--- config.mk ---
export PLATFORM = sky130hd
export DESIGN_NAME = bias_bank_loader
export DESIGN_NICKNAME = d
export VERILOG_FILES = /design/src/rtl/bias_bank_loader_pkg.sv /design/src/rtl/bias_bank_regs.sv /design/src/rtl/bias_bank_loader.sv
export SDC_FILE = /design/constraint.sdc
export NUM_CORES = 1
export LEC_CHECK = 0
export BUFFER_PORTS_ARGS = -buffer_cell sky130_fd_sc_hd__buf_2
export CORE_ASPECT_RATIO = 2
export CORE_MARGIN = 2
export CORE_UTILIZATION = 30
export CTS_BUF_LIST = sky130_fd_sc_hd__clkbuf_4
export DETAILED_ROUTE_END_ITERATION = 6
export PLACE_DENSITY = 0.41
export SYNTH_ARGS = -nofsm -noshare
export SYNTH_HDL_FRONTEND = slang
export SYNTH_SLANG_ARGS = --single-unit
--- constraint.sdc ---
create_clock -name clk -period 2.36 [get_ports clk]
set_clock_uncertainty 0.15 [all_clocks]
set_input_delay 0.236 -clock clk [delete_from_list [all_inputs] [get_ports clk]]
set_output_delay 0.236 -clock clk [all_outputs]
set_load 0.03 [all_outputs]
--- src/rtl/bias_bank_loader_pkg.sv ---
// Shared constants and FSM state type for the runtime-loadable bias bank.
package bias_bank_loader_pkg;

   localparam int unsigned BIAS_DATA_W = 8;   // signed Q1.7
   localparam int unsigned BIAS_DEPTH  = 32;  // one entry per output channel
   localparam int unsigned BIAS_ADDR_W = 16;  // engine row/col read address width

   typedef enum logic [1:0] {
      IDLE = 2'd0,
      LOAD = 2'd1,
      DONE = 2'd2
   } state_t;

endpackage

--- src/rtl/bias_bank_regs.sv ---
// DEPTH x DATA_W bias register file: one write port with async clear,
// one combinational read port that returns 0 outside row<DEPTH, col==0.
module bias_bank_regs
   import bias_bank_loader_pkg::*;
#(
   parameter  int unsigned DEPTH  = BIAS_DEPTH,
   parameter  int unsigned DATA_W = BIAS_DATA_W,
   parameter  int unsigned ADDR_W = BIAS_ADDR_W,
   localparam int unsigned IDX_W  = $clog2(DEPTH)
) (
   input  logic              clk,
   input  logic              rst_n,
   input  logic              we,
   input  logic [IDX_W-1:0]  waddr,
   input  logic [DATA_W-1:0] wdata,
   input  logic [ADDR_W-1:0] row,
   input  logic [ADDR_W-1:0] col,
   output logic [DATA_W-1:0] data
);

   logic [DATA_W-1:0] bank [DEPTH];
   logic              in_range;

   always_ff @(posedge clk or negedge rst_n) begin
      if (!rst_n) begin
         for (int i = 0; i < int'(DEPTH); i++) begin
            bank[i] <= '0;
         end
      end else if (we) begin
         bank[waddr] <= wdata;
      end
   end

   // Only column 0 exists; anything else reads as zero bias.
   assign in_range = (row < ADDR_W'(DEPTH)) && (col == '0);
   assign data     = in_range ? bank[row[IDX_W-1:0]] : '0;

endmodule

--- src/rtl/bias_bank_loader.sv ---
// Streams a Q1.7 bias vector over valid/ready into a register bank and serves
// the same combinational row/col read port as the fixed bias ROMs.
module bias_bank_loader
   import bias_bank_loader_pkg::*;
#(
   parameter  int unsigned DEPTH  = BIAS_DEPTH,
   parameter  int unsigned DATA_W = BIAS_DATA_W,
   parameter  int unsigned ADDR_W = BIAS_ADDR_W,
   localparam int unsigned CNT_W  = $clog2(DEPTH + 1),
   localparam int unsigned IDX_W  = $clog2(DEPTH)
) (
   input  logic              clk,
   input  logic              rst_n,
   input  logic              start,
   input  logic              in_valid,
   input  logic [DATA_W-1:0] in_data,
   output logic              in_ready,
   input  logic [ADDR_W-1:0] row,
   input  logic [ADDR_W-1:0] col,
   output logic [DATA_W-1:0] data,
   output logic              loading,
   output logic              done,
   output logic [CNT_W-1:0]  load_count,
   output logic [DATA_W-1:0] checksum,
   output logic              err
);

   state_t state, state_nxt;
   logic   accept;
   logic   restart;
   logic   err_set;

   always_ff @(posedge clk or negedge rst_n) begin
      if (!rst_n) begin
         state <= IDLE;
      end else begin
         state <= state_nxt;
      end
   end

   always_comb begin
      state_nxt = state;
      accept    = 1'b0;
      restart   = 1'b0;
      err_set   = 1'b0;
      unique case (state)
         IDLE, DONE: begin
            if (start) begin
               state_nxt = LOAD;
               restart   = 1'b1;
            end
         end
         LOAD: begin
            // in_ready is high for the whole LOAD state, so accept is just in_valid.
            accept  = in_valid;
            err_set = start;
            if (accept && (load_count == CNT_W'(DEPTH - 1))) begin
               state_nxt = DONE;
            end
         end
         default: state_nxt = IDLE;
      endcase
   end

   // Status flags registered from the next state so they track state exactly.
   always_ff @(posedge clk or negedge rst_n) begin
      if (!rst_n) begin
         in_ready <= 1'b0;
         loading  <= 1'b0;
         done     <= 1'b0;
      end else begin
         in_ready <= (state_nxt == LOAD);
         loading  <= (state_nxt == LOAD);
         done     <= (state_nxt == DONE);
      end
   end

   // load_count doubles as the write pointer while loading.
   always_ff @(posedge clk or negedge rst_n) begin
      if (!rst_n) begin
         load_count <= '0;
         checksum   <= '0;
         err        <= 1'b0;
      end else if (restart) begin
         load_count <= '0;
         checksum   <= '0;
         err        <= 1'b0;
      end else begin
         if (accept) begin
            load_count <= load_count + CNT_W'(1);
            checksum   <= checksum + in_data;
         end
         if (err_set) begin
            err <= 1'b1;
         end
      end
   end

   bias_bank_regs #(
      .DEPTH  (DEPTH),
      .DATA_W (DATA_W),
      .ADDR_W (ADDR_W)
   ) u_regs (
      .clk   (clk),
      .rst_n (rst_n),
      .we    (accept),
      .waddr (load_count[IDX_W-1:0]),
      .wdata (in_data),
      .row   (row),
      .col   (col),
      .data  (data)
   );

endmodule

# After elaboration in Yosys (flattened, before gate mapping)

Cells that the tools add are included.

Flip-flop bits (word level): 275
Output and inout bits: 26
Bits of input ports: 44
Word-level logic and storage cells: 79

Reductions and logical operators: 8
$add $sub $neg: 2
Eq/ne operators: 5
Bitwise gates (word level): 2
Order comparisons: 4
Muxes and demuxes: 20

Operator list:

| kind                                                                           | number |
|---|---|
| 256-bit bitwise mux                                                            | 1 |
| 8-bit two-way mux                                                              | 6 |
| 8-bit binary-select mux with 5-bit select                                      | 1 |
| 8-bit demux with 5-bit select                                                  | 1 |
| 16-bit zero test                                                               | 1 |
| 16-bit by 6-bit less-than comparator with 1-bit output (second input constant) | 1 |
| 6-bit greater-or-equal comparator (second input constant)                      | 2 |
| 6-bit two-way mux                                                              | 2 |
| 5-bit inverter with 6-bit output                                               | 2 |
| 8-bit adder                                                                    | 1 |
| 6-bit by 1-bit adder with 6-bit output (second input constant)                 | 1 |
| 6-bit by 5-bit equality test with 1-bit output (second input constant)         | 1 |
| 6-bit by 1-bit less-than comparator with 1-bit output (second input constant)  | 1 |
| 1-bit two-way mux                                                              | 6 |
| 2-bit by 1-bit equality test with 1-bit output (second input constant)         | 2 |
| 2-bit equality test (second input constant)                                    | 2 |
| 2-bit two-way mux                                                              | 2 |
| 2-bit one-hot mux with 2 select lines                                          | 1 |
| 2-bit nonzero test                                                             | 2 |
| 1-bit logical AND                                                              | 3 |
| 2-bit zero test                                                                | 1 |
| 2-bit OR reduction                                                             | 1 |

# Logic depth before layout (Yosys ltp)

Gate-level depths: netlist (run 1).

Depth after elaboration: 6
Gate-level depth with buffers: 8
Mapped depth without buffers: 8

# Hierarchy

A second synthesis (run 1) with hierarchy kept.

Cell total of the unflattened synthesis: 860
Area total of the unflattened synthesis: 12,894.9 µm²

By module, submodules not included:

| module           | area an instance (µm²) | sequential area each (µm²) | instances | cells each |
|---|---|---|---|---|
| bias_bank_regs   | 11,787.6               | 6,406.1                    | 1         | 749 |
| bias_bank_loader | 1,107.3                | 475.5                      | 1         | 111 |

# Worst setup path after synthesis (run 1)

Ideal clock, no wire load.

Path type: input to output
Start: input port row[0]
End: output port data[7]
Buffers on the path: 2
Stages: 5
Data arrival time: 1.747 ns
Setup slack: 0.227 ns
Required time: 1.974 ns
Cell sequence: buf_6 buf_2 mux4_2 a221oi_1 o22ai_1

Cells in the longest elaborated chain, start to end: 5
Elaborated cells on any way between the ends: 7
Classes of those cells: 1 x order compare; 4 x mux; 1 x bitwise; 1 x reduce/logical

Ends and longest elaborated chain:

| element                                                | line                   | source |
|---|---|---|
| from (decl)                                            | bias_bank_loader.sv:18 | `input logic [ADDR_W-1:0] row,` |
| 5-bit inverter with 6-bit output (not written as such) | bias_bank_regs.sv:36   | `assign data = in_range ? bank[row[IDX_W-1:0]] : '0;` |
| 8-bit binary-select mux with 5-bit select              | bias_bank_regs.sv:36   |  |
| 8-bit two-way mux (not written as such) (2 in series)  | bias_bank_regs.sv:36   |  |
| 8-bit two-way mux (*)                                  | bias_bank_regs.sv:36   |  |
| to (decl)                                              | bias_bank_loader.sv:20 | `output logic [DATA_W-1:0] data,` |

Every way passes the cells marked *; elsewhere a longest branch is shown, timed or not. The select of a mux whose other input is x is not followed.

# Worst setup path after layout (run 1)

Start: register u_regs.bank[170] in the netlist's numbering
End: output port data[2]

Cells in the longest elaborated chain, start to end: 4

Ends and longest elaborated chain:

| element                                               | line                 | source |
|---|---|---|
| from (decl)                                           | bias_bank_regs.sv:21 | `logic [DATA_W-1:0] bank [DEPTH];` |
| from (signal, indexed assignment)                     | bias_bank_regs.sv:30 | `bank[waddr] <= wdata;` |
| 8-bit binary-select mux with 5-bit select             | bias_bank_regs.sv:36 |  |
| 8-bit two-way mux (not written as such) (2 in series) | bias_bank_regs.sv:36 |  |
| 8-bit two-way mux                                     | bias_bank_regs.sv:36 |  |

Every way passes these cells. The select of a mux whose other input is x is not followed.

==> reports/results.txt, run 1 <==
run status - complete, but fails checks
violations in the final reports - negative setup slack
slack of the worst reg-to-reg path - 0.18 ns
layout net count - 1119
Top Family by Delay on Critical Path - compound AO/OA/AOI/OAI gates
final hold viol count - 0
Crit Path Class - reg2out
Area Overhead vs Synth - 21.9%
Synth Area per Inst - 14.6 um^2
Max Transition Viols Final - 0
highest net fanout along the worst path - 2
required time at the worst-slack endpoint - 1.97 ns
proportion of total power due to net switching - 31.6%
clock tree from TritonCTS - done
via count of the first global-routing pass - 9205
post-detail-place hpwl - 26700 um
global router's overall resource usage - 18.2%
gate count of the mapped netlist - 886
sequence of cells on the critical path - mux4_2 > a22o_1 > a221oi_2 > buf_4 > o22ai_2 > buf_6
Cells on Worst Hold Path - 4
path class of the lowest-slack min-delay path - in2reg
share of flip-flops with an asynchronous set or reset - 100%
share of total power in the clock network - 28.4%
power per unit of standard cell area - 978 nW/um^2
clock tree sinks - 275
portion of total power attributed to sequential cells - 44.6%
DIE AREA - 44800 um^2
path length in cells of the critical path - 6
number of DRC markers in iteration 0 - 231
core region area - 42600 um^2
largest cells by area after synthesis - dfrtp_1, mux2_2, mux4_2
top achievable clock speed - 341 MHz
per-cell routed wire length - 23.6 um
RSZ-0062 raised after global routing - true
prevailing post-synth register cell - dfrtp_1
arrival time of data at the critical path endpoint - 2.55 ns
Net Sw Power - 4.86 mW
synthesized cell area - 12900 um^2
First-pass DRT Iterations - 4
cell type with the highest aggregate area in the netlist - dfrtp_1
H-tree depth - 3
total vias in the final route - 8250
relative slew slack - 52.7%
Synth warnings - 0
Placement Setup Slack - -0.354 ns
summed negative setup slack over all endpoints - -3.39 ns
cell with the most instances after synthesis - dfrtp_1
filler cell count in the final layout - 4180
Logic pwr share - 27.0%
global-route wire length before repair - 59400 um
clock network latency to the later pin of the worst-skew pair - 0.73 ns
number of antenna violations at the first check in global routing - 1
Lkg Pwr - 7.22 nW
sequential cell area fraction in the yosys report - 53.4%
top cell types by occurrence after synthesis - dfrtp_1, mux2_2, mux4_2, clkbuf_1
multi-input gate area in the final layout - 5890 um^2
initial core utilization - 30.3%
final worst path period share - 124%
minimum clock period after layout - 2.94 ns
detail-routed via count per cell - 4.98
library cell contributing the largest single delay on the critical path - mux4_2
proportion of netlist area held by the largest area contributor - 53.4%
nature of the critical path endpoint - output port
die outline width - 151 um
unique cell type count in the Yosys netlist - 55
largest vdd supply drop - 389 uV
clock buffers created by TritonCTS - 69
layout cell share with drive strength beyond 1 - 56.5%
clock-pin slew reported for the worst setup and hold paths after clock tree synthesis - 0.07 ns
Worst Tran Pin Value - 0.704 ns
Antenna Violating Nets Remaining - 0
remaining global-route overflow - 0
internal power contribution - 10.5 mW
cell depth of the worst flop-to-flop path - 3
smallest setup slack after layout - -0.576 ns
number of nets produced by synthesis - 942
count of input and output buffers - 69
flop and latch count out of synthesis - 275
number of synthesized flops with an enable pin - 0
Storage cell area - 6880 um^2
number of placement rows - 107
CP max stage delay - 0.52 ns
largest net degree at the start of global routing - 74
buffer depth of the longest clock path - 3
clock root buffer - clkbuf_4
Die Y-Extent - 297 um
Residual DRC - 0
final weighted congestion in routability-driven placement - 0.726
Setup crit start kind - flop
count of max-cap constraint violations - 0
Total Routed Length - 39100 um
final count of negative-setup-slack endpoints - 8
worst path buffer plus inverter count - 2
count of boundary I/O pins - 70
-- layer usage --
| metal | global-route usage [%] | vias to the layer above | part of all wire [%] |
|---|---|---|---|
| met5 | 0 | - | 0 |
| met4 | 6.23 | 0 | 2.3 |
| met3 | 3.34 | 53 | 3.1 |
| met2 | 35.4 | 144 | 59 |
| met1 | 19.0 | 4358 | 36 |
| li1 | - | 3695 | - |
-- worst paths after layout --
check,start,endpoint
min in group asynchronous,rst_n,checksum[5]$_DFFE_PN0P_
min,start,err$_DFFE_PN0P_
max reg2reg,load_count[4]$_DFFE_PN0P_,u_regs.bank[229]$_DFFE_PN0P_
min reg2reg,u_regs.bank[121]$_DFFE_PN0P_,u_regs.bank[121]$_DFFE_PN0P_
max,u_regs.bank[170]$_DFFE_PN0P_,data[2]
max in group asynchronous,rst_n,u_regs.bank[69]$_DFFE_PN0P_
-- what timing repair did --
action / CTS / global route
endpoints found under the setup margin: 8 / 47
hold buffers: 15 / 0
hold endpoints to repair: 370 / 0
pin swaps: 21 / 2
buffers inserted: 1 / 0
gates resized for setup: 38 / 13
-- power groups by stage --
stage	Combinational [mW]	Sequential (mW)	Clock, mW
2_1_floorplan	2.67	6.79	0
3_3_place_gp	3.99	6.93	0
3_5_place_dp	4.05	6.96	0
4_1_cts	4.19	6.87	4.60
5_1_grt	4.51	7.02	4.81
6_report	4.15	6.86	4.36
-- sequential cells by signal, indices dropped and copies added (netlist names) --
name         flops
err              1
checksum         8
load_count       6
loading          1
state            2
u_regs.bank    256
done             1
-- layout by cell type (no fill, tap or decap), types with 4 or more instances in the layout --
master,Yosys,final
dfrtp_1,275,275
mux2_2,232,232
clkbuf_4,0,95
buf_4,7,76
mux4_2,64,64
buf_2,9,58
o21ai_0,26,26
nand2_1,26,24
nand2_2,16,18
nor2_1,19,16
clkinv_1,0,16
a22oi_2,0,14
nor2_2,12,14
dlygate4sd3_1,0,14
buf_12,1,12
nand3_1,11,11
ha_1,11,11
inv_1,9,9
a21oi_2,0,8
a21oi_1,17,8
mux2_1,8,8
nor4_1,6,6
a22oi_1,20,6
and2_1,5,5
nor2_4,4,5
a22o_1,6,5
a221oi_2,2,5
nand3b_1,5,5
nor2b_1,4,4
or3_1,4,4
xor2_1,4,4
bufinv_16,0,4
-- per-stage QoR --
step / power [mW] / instances / instance area [um^2] / hold WS (ns) / util [%]
after floorplan: 9.46 / 886 / 12900 / -0.210 / -
after global placement: 10.9 / 1521 / 14400 / 0.0227 / 33.8
after detailed placement: 11.0 / 1521 / 14400 / 0.0232 / 33.8
after CTS: 15.7 / 1657 / 15700 / 0.0897 / 36.8
after global routing: 16.3 / 1658 / 15700 / 0.148 / 36.9
final: 15.4 / 1658 / 15700 / 0.169 / 36.9
-- cell families (layout without fill, tap and decap cells) --
| family | Yosys count | in the layout | synth area share (%) |
|---|---|---|---|
| other | 0 | 1 | 0 |
| muxes | 304 | 304 | 32.1 |
| adders and majority gates | 12 | 12 | 1.22 |
| AOI/OAI and AO/OA | 93 | 93 | 4.81 |
| xor gates and xnor gates | 6 | 6 | 0.407 |
| DFF | 275 | 275 | 53.4 |
| buffers and inverters | 68 | 294 | 2.48 |
| and+or+nand+nor | 128 | 128 | 5.60 |
-- area by class of cell --
| cell class | instances | area share (%) |
|---|---|---|
| well taps | 545 | 4.34 |
| inverters | 9 | 0.215 |
| flip-flops and latches | 275 | 43.8 |
| clock inverters | 25 | 1.30 |
| diodes | 1 | 0.0159 |
| repair buffers | 165 | 8.38 |
| multi-input cells | 543 | 37.5 |
| clock buffers | 95 | 4.53 |
-- worst reg2reg max path, stage by stage, from the launching register on --
cell and delay [ns]:
dfrtp_1 0.49, nor3_1 0.64, nand2_2 0.40, mux2_2 0.39
(Power assumes the default switching activity.)
==> run 2: changes to the inputs <==
CORE_MARGIN = unset   (was 2)
==> reports/results.txt, run 2 (synthesis gave the netlist of run 1 again) <==
core region area - 42400 um^2
global router's overall resource usage - 19.1%
run status - complete, but fails checks
origin of the worst setup path - u_regs.bank[162]$_DFFE_PN0P_
final core area utilization - 37.0%
final hold viol count - 0
most frequent cells in the layout - dfrtp_1, mux2_2, clkbuf_4
per-cell routed wire length - 23.7 um
highest net fanout along the worst path - 2
First-pass DRT Iterations - 4
layout net count - 1125
number of antenna violations at the first check in global routing - 1
layout cell share with drive strength beyond 1 - 56.4%
summed negative setup slack over all endpoints - -2.94 ns
critical path endpoint - data[2]
end of the worst register-to-register path - u_regs.bank[136]$_DFFE_PN0P_
die outline width - 149 um
H-tree depth - 3
Placement Setup Slack - -0.236 ns
cell depth of the worst flop-to-flop path - 5
number of placement rows - 107
registers with the most flip-flops - u_regs.bank x256, checksum x8, load_count x6
clock tree sinks - 275
nature of the critical path endpoint - output port
most common cell after layout, fill and taps aside - dfrtp_1
post-detail-place hpwl - 27700 um
clock root buffer - clkbuf_4
flip-flop count of the largest register, all copies and words added - 256
clock-pin slew reported for the worst setup and hold paths after clock tree synthesis - 0.07 ns
final worst path period share - 120%
Lkg Pwr - 7.23 nW
number of DRC markers in iteration 0 - 293
initial core utilization - 30.4%
clock buffers created by TritonCTS - 71
arrival time of data at the critical path endpoint - 2.44 ns
count of max-cap constraint violations - 0
relative slew slack - 49.2%
Antenna Violating Nets Remaining - 0
clock network latency to the later pin of the worst-skew pair - 0.73 ns
Max Transition Viols Final - 0
detail-routed via count per cell - 5.02
path class of the lowest-slack min-delay path - in2reg
violations in the final reports - negative setup slack
clock tree from TritonCTS - done
RSZ-0062 raised after global routing - true
final weighted congestion in routability-driven placement - 0.748
Crit Path Class - reg2out
required time at the worst-slack endpoint - 1.97 ns
hold path startpoint - start
via count of the first global-routing pass - 9185
largest net degree at the start of global routing - 79
slack of the worst reg-to-reg path - 0.19 ns
Area Overhead vs Synth - 21.8%
DIE AREA - 43900 um^2
smallest setup slack after layout - -0.468 ns
Worst Tran Pin Value - 0.761 ns
top achievable clock speed - 354 MHz
minimum clock period after layout - 2.83 ns
startpoint of the worst register-to-register path - state[1]$_DFF_PN0_
remaining global-route overflow - 0
Residual DRC - 0
Setup crit start kind - flop
Total Routed Length - 39400 um
Top reg by flops - u_regs.bank
largest vdd supply drop - 351 uV
buffer depth of the longest clock path - 3
global-route wire length before repair - 60200 um
count of input and output buffers - 69
count of boundary I/O pins - 70
Die Y-Extent - 295 um
total vias in the final route - 8341
final count of negative-setup-slack endpoints - 8
power per unit of standard cell area - 959 nW/um^2
run 2: how the worst min path moves through the flow:
stage / end / cells past startpoint
after detailed placement: load_count[2]$_DFFE_PN0P_ / 1
after global routing: err$_DFFE_PN0P_ / 4
after floorplan: checksum[0]$_DFFE_PN0P_ / 0
final: err$_DFFE_PN0P_ / 4
after CTS: err$_DFFE_PN0P_ / 4
after global placement: load_count[2]$_DFFE_PN0P_ / 1
run 2: routing by layer:
metal | up-vias | part of all wire [%] | GRT usage [%]
met3 | 64 | 3.4 | 3.06
li1 | 3707 | - | -
met4 | 0 | 2.8 | 7.72
met5 | - | 0 | 0
met1 | 4389 | 36 | 19.8
met2 | 181 | 58 | 37.1
run 2: cell type report:
type | instances | area (um^2)
antenna | 1 | 2.50
clock buffer | 99 | 743
clock inverter | 19 | 126
fill | 4123 | 26700
inverter | 9 | 33.8
multi-input combinational | 543 | 5870
sequential | 275 | 6880
tap | 545 | 682
timing repair buffer | 169 | 1360
run 2: what timing repair did:
item	CTS	global route
buffers inserted	0	2
hold buffers	15	0
hold endpoints to repair	309	0
gates resized for setup	40	6
endpoints found under the setup margin	8	35
pin swaps	18	7
run 2: report_power, final:
group / internal [mW] / switching, mW / total [mW]
registers: 6.04 / 0.797 / 6.84
logic: 2.15 / 1.92 / 4.07
clock network: 2.14 / 2.00 / 4.14
run 2: worst max-delay path, stage by stage (launching register included):
cell and delay, ns:
dfrtp_1 0.38, mux4_2 0.48, a22o_1 0.26, a221oi_2 0.21, buf_4 0.19, o22ai_4 0.07, buf_6 0.15
run 2: stage by stage:
stage	instance area (um^2)	power [mW]	hold slack, ns	std cells
after global routing	15700	16.0	0.212	1660
after CTS	15700	15.4	0.0934	1657
after global placement	14500	10.8	0.00466	1525
after detailed placement	14500	10.9	0.00367	1525
after floorplan	12900	9.46	-0.210	886
final	15700	15.1	0.180	1660
==> run 3: changes to the inputs <==
BUFFER_PORTS_ARGS = unset   (was -buffer_cell sky130_fd_sc_hd__buf_2)
DONT_BUFFER_PORTS = 1   (was unset)
PLACE_DENSITY = 0.4   (was 0.41)
==> reports/results.txt, run 3 (synthesis gave the netlist of run 1 again) <==
First-pass DRT Iterations - 5
final hold slack - -0.932 ns
share of total power in the clock network - 29.0%
required time at the worst-slack endpoint - 1.97 ns
final count of negative-setup-slack endpoints - 8
clock root buffer - clkbuf_4
highest net fanout along the worst path - 2
number of antenna violations at the first check in global routing - 2
Hold-fix buffers, CTS - 17
clock network latency to the later pin of the worst-skew pair - 0.72 ns
Setup crit start kind - flop
portion of total power attributed to sequential cells - 45.6%
startpoint of the worst register-to-register path - state[1]$_DFF_PN0_
Die Y-Extent - 295 um
count of max-cap constraint violations - 0
DP Cell Count - 1421
Residual DRC - 0
remaining global-route overflow - 0
detail-routed via count per cell - 5.07
Logic pwr share - 25.4%
top achievable clock speed - 359 MHz
registers with the most flip-flops - u_regs.bank x256, checksum x8, load_count x6
total vias in the final route - 7866
power per unit of standard cell area - 987 nW/um^2
internal power contribution - 10.4 mW
filler cell count in the final layout - 4139
DIE AREA - 43900 um^2
flip-flop count of the largest register, all copies and words added - 256
arrival time of data at the critical path endpoint - 2.40 ns
Top reg by flops - u_regs.bank
Worst Tran Pin Value - 1.07 ns
clock-pin slew reported for the worst setup and hold paths after clock tree synthesis - 0.07 ns
largest vdd supply drop - 366 uV
summed negative setup slack over all endpoints - -2.95 ns
end of the worst register-to-register path - u_regs.bank[103]$_DFFE_PN0P_
die outline width - 149 um
initial core utilization - 30.4%
RSZ-0062 raised after global routing - true
minimum clock period after layout - 2.79 ns
met2 global-route usage - 33.5%
layout net count - 1023
most common cell after layout, fill and taps aside - dfrtp_1
most frequent cells in the layout - dfrtp_1, mux2_2, clkbuf_4
Antenna Violating Nets Remaining - 0
clock buffers created by TritonCTS - 71
nature of the critical path endpoint - output port
Placed Area - 13700 um^2
cell area after layout - 15100 um^2
H-tree depth - 3
post-detail-place hpwl - 23100 um
Storage cell area - 6880 um^2
violations in the final reports - negative hold slack, negative setup slack
cell depth of the worst flop-to-flop path - 4
per-cell routed wire length - 23.7 um
relative slew slack - 28.8%
buffer depth of the longest clock path - 3
count of boundary I/O pins - 70
met1 Usage GRT - 19.5%
final hold viol count - 275
clock tree sinks - 275
Lkg Pwr - 6.80 nW
global router's overall resource usage - 18.0%
Power, Total - 14.9 mW
global-route wire length before repair - 57000 um
Net Sw Power - 4.43 mW
largest net degree at the start of global routing - 276
Total Routed Length - 36700 um
smallest setup slack after layout - -0.428 ns
proportion of total power due to net switching - 29.8%
core region area - 42400 um^2
final cell count without fillers - 1551
final weighted congestion in routability-driven placement - 0.705
grt met3 use - 3.50%
run status - complete, but fails checks
Area Overhead vs Synth - 16.8%
number of DRC markers in iteration 0 - 236
clock tree from TritonCTS - done
path class of the lowest-slack min-delay path - in2async
multi-input gate area in the final layout - 5900 um^2
layout cell share with drive strength beyond 1 - 53.0%
layer with the highest usage after global routing - met2
via count of the first global-routing pass - 8861
slack of the worst reg-to-reg path - 0.13 ns
Crit Path Class - reg2out
final worst path period share - 118%
count of input and output buffers - 0
Max Transition Viols Final - 0
number of placement rows - 107
## run 3: cell types whose count changed in the layout (fill, tap and decap cells not counted), moves of 3 or more
cell,before,now
buf_2,58,0
clkinv_1,14,3
buf_12,15,10
dlygate4sd3_1,14,9
buf_4,79,43
a221oi_2,6,3
a221oi_4,0,3
## run 3: layer usage
| metal | up-vias | share of wire [%] |
|---|---|---|
| li1 | 3497 | - |
| met1 | 4167 | 38 |
| met2 | 150 | 56 |
| met3 | 52 | 3.3 |
| met4 | 0 | 2.8 |
| met5 | - | 0 |
## run 3: layout make-up
class	instances	share of cell area, %
sequential	275	45.7
multi-input combinational	543	39.2
clock buffer	100	4.98
tap	545	4.53
timing repair buffer	67	4.45
clock inverter	10	0.947
inverter	9	0.224
antenna	2	0.0332
## run 3: stage by stage
step,worst slack [ns],utilization [%]
3_5_place_dp,0.128,32.3
5_1_grt,-0.551,35.5
3_3_place_gp,0.140,32.3
2_1_floorplan,0.227,-
4_1_cts,-0.569,35.3
6_report,-0.428,35.5
## run 3: critical path: stages (launching register included)
cell and delay [ns]:
dfrtp_1 0.38, mux4_2 0.46, a22o_1 0.28, a221oi_4 0.27, o22ai_2 0.13, buf_6 0.16
## run 3: power groups by stage
stage               Clock [mW]  Combinational, mW  Sequential [mW]
floorplan                    0               2.67             6.79
finish                    4.32               3.78             6.77
CTS                       4.56               3.83             6.79
global placement             0               3.54             6.85
global route              4.74               4.11             6.96
detailed placement           0               3.61             6.89
## run 3: repair_timing
item / in CTS / in global routing
buffers inserted: 1 / 0
endpoints found under the hold margin: 550 / 275
pin swaps: 21 / 7
setup endpoints to repair: 8 / 11
gates resized for setup: 28 / 13
## run 3: worst max-delay path by stage
| stage | start | end | slack [ns] | cells past startpoint |
|---|---|---|---|---|
| final | u_regs.bank[161]$_DFFE_PN0P_ | data[1] | -0.43 | 5 |
| after global routing | u_regs.bank[34]$_DFFE_PN0P_ | data[2] | -0.55 | 5 |
| after CTS | u_regs.bank[34]$_DFFE_PN0P_ | data[2] | -0.57 | 5 |
| after detailed placement | u_regs.bank[35]$_DFFE_PN0P_ | data[3] | 0.13 | 6 |
| after global placement | state[1]$_DFF_PN0_ | u_regs.bank[98]$_DFFE_PN0P_ | 0.14 | 4 |
| after floorplan | row[0] | data[7] | 0.23 | 5 |
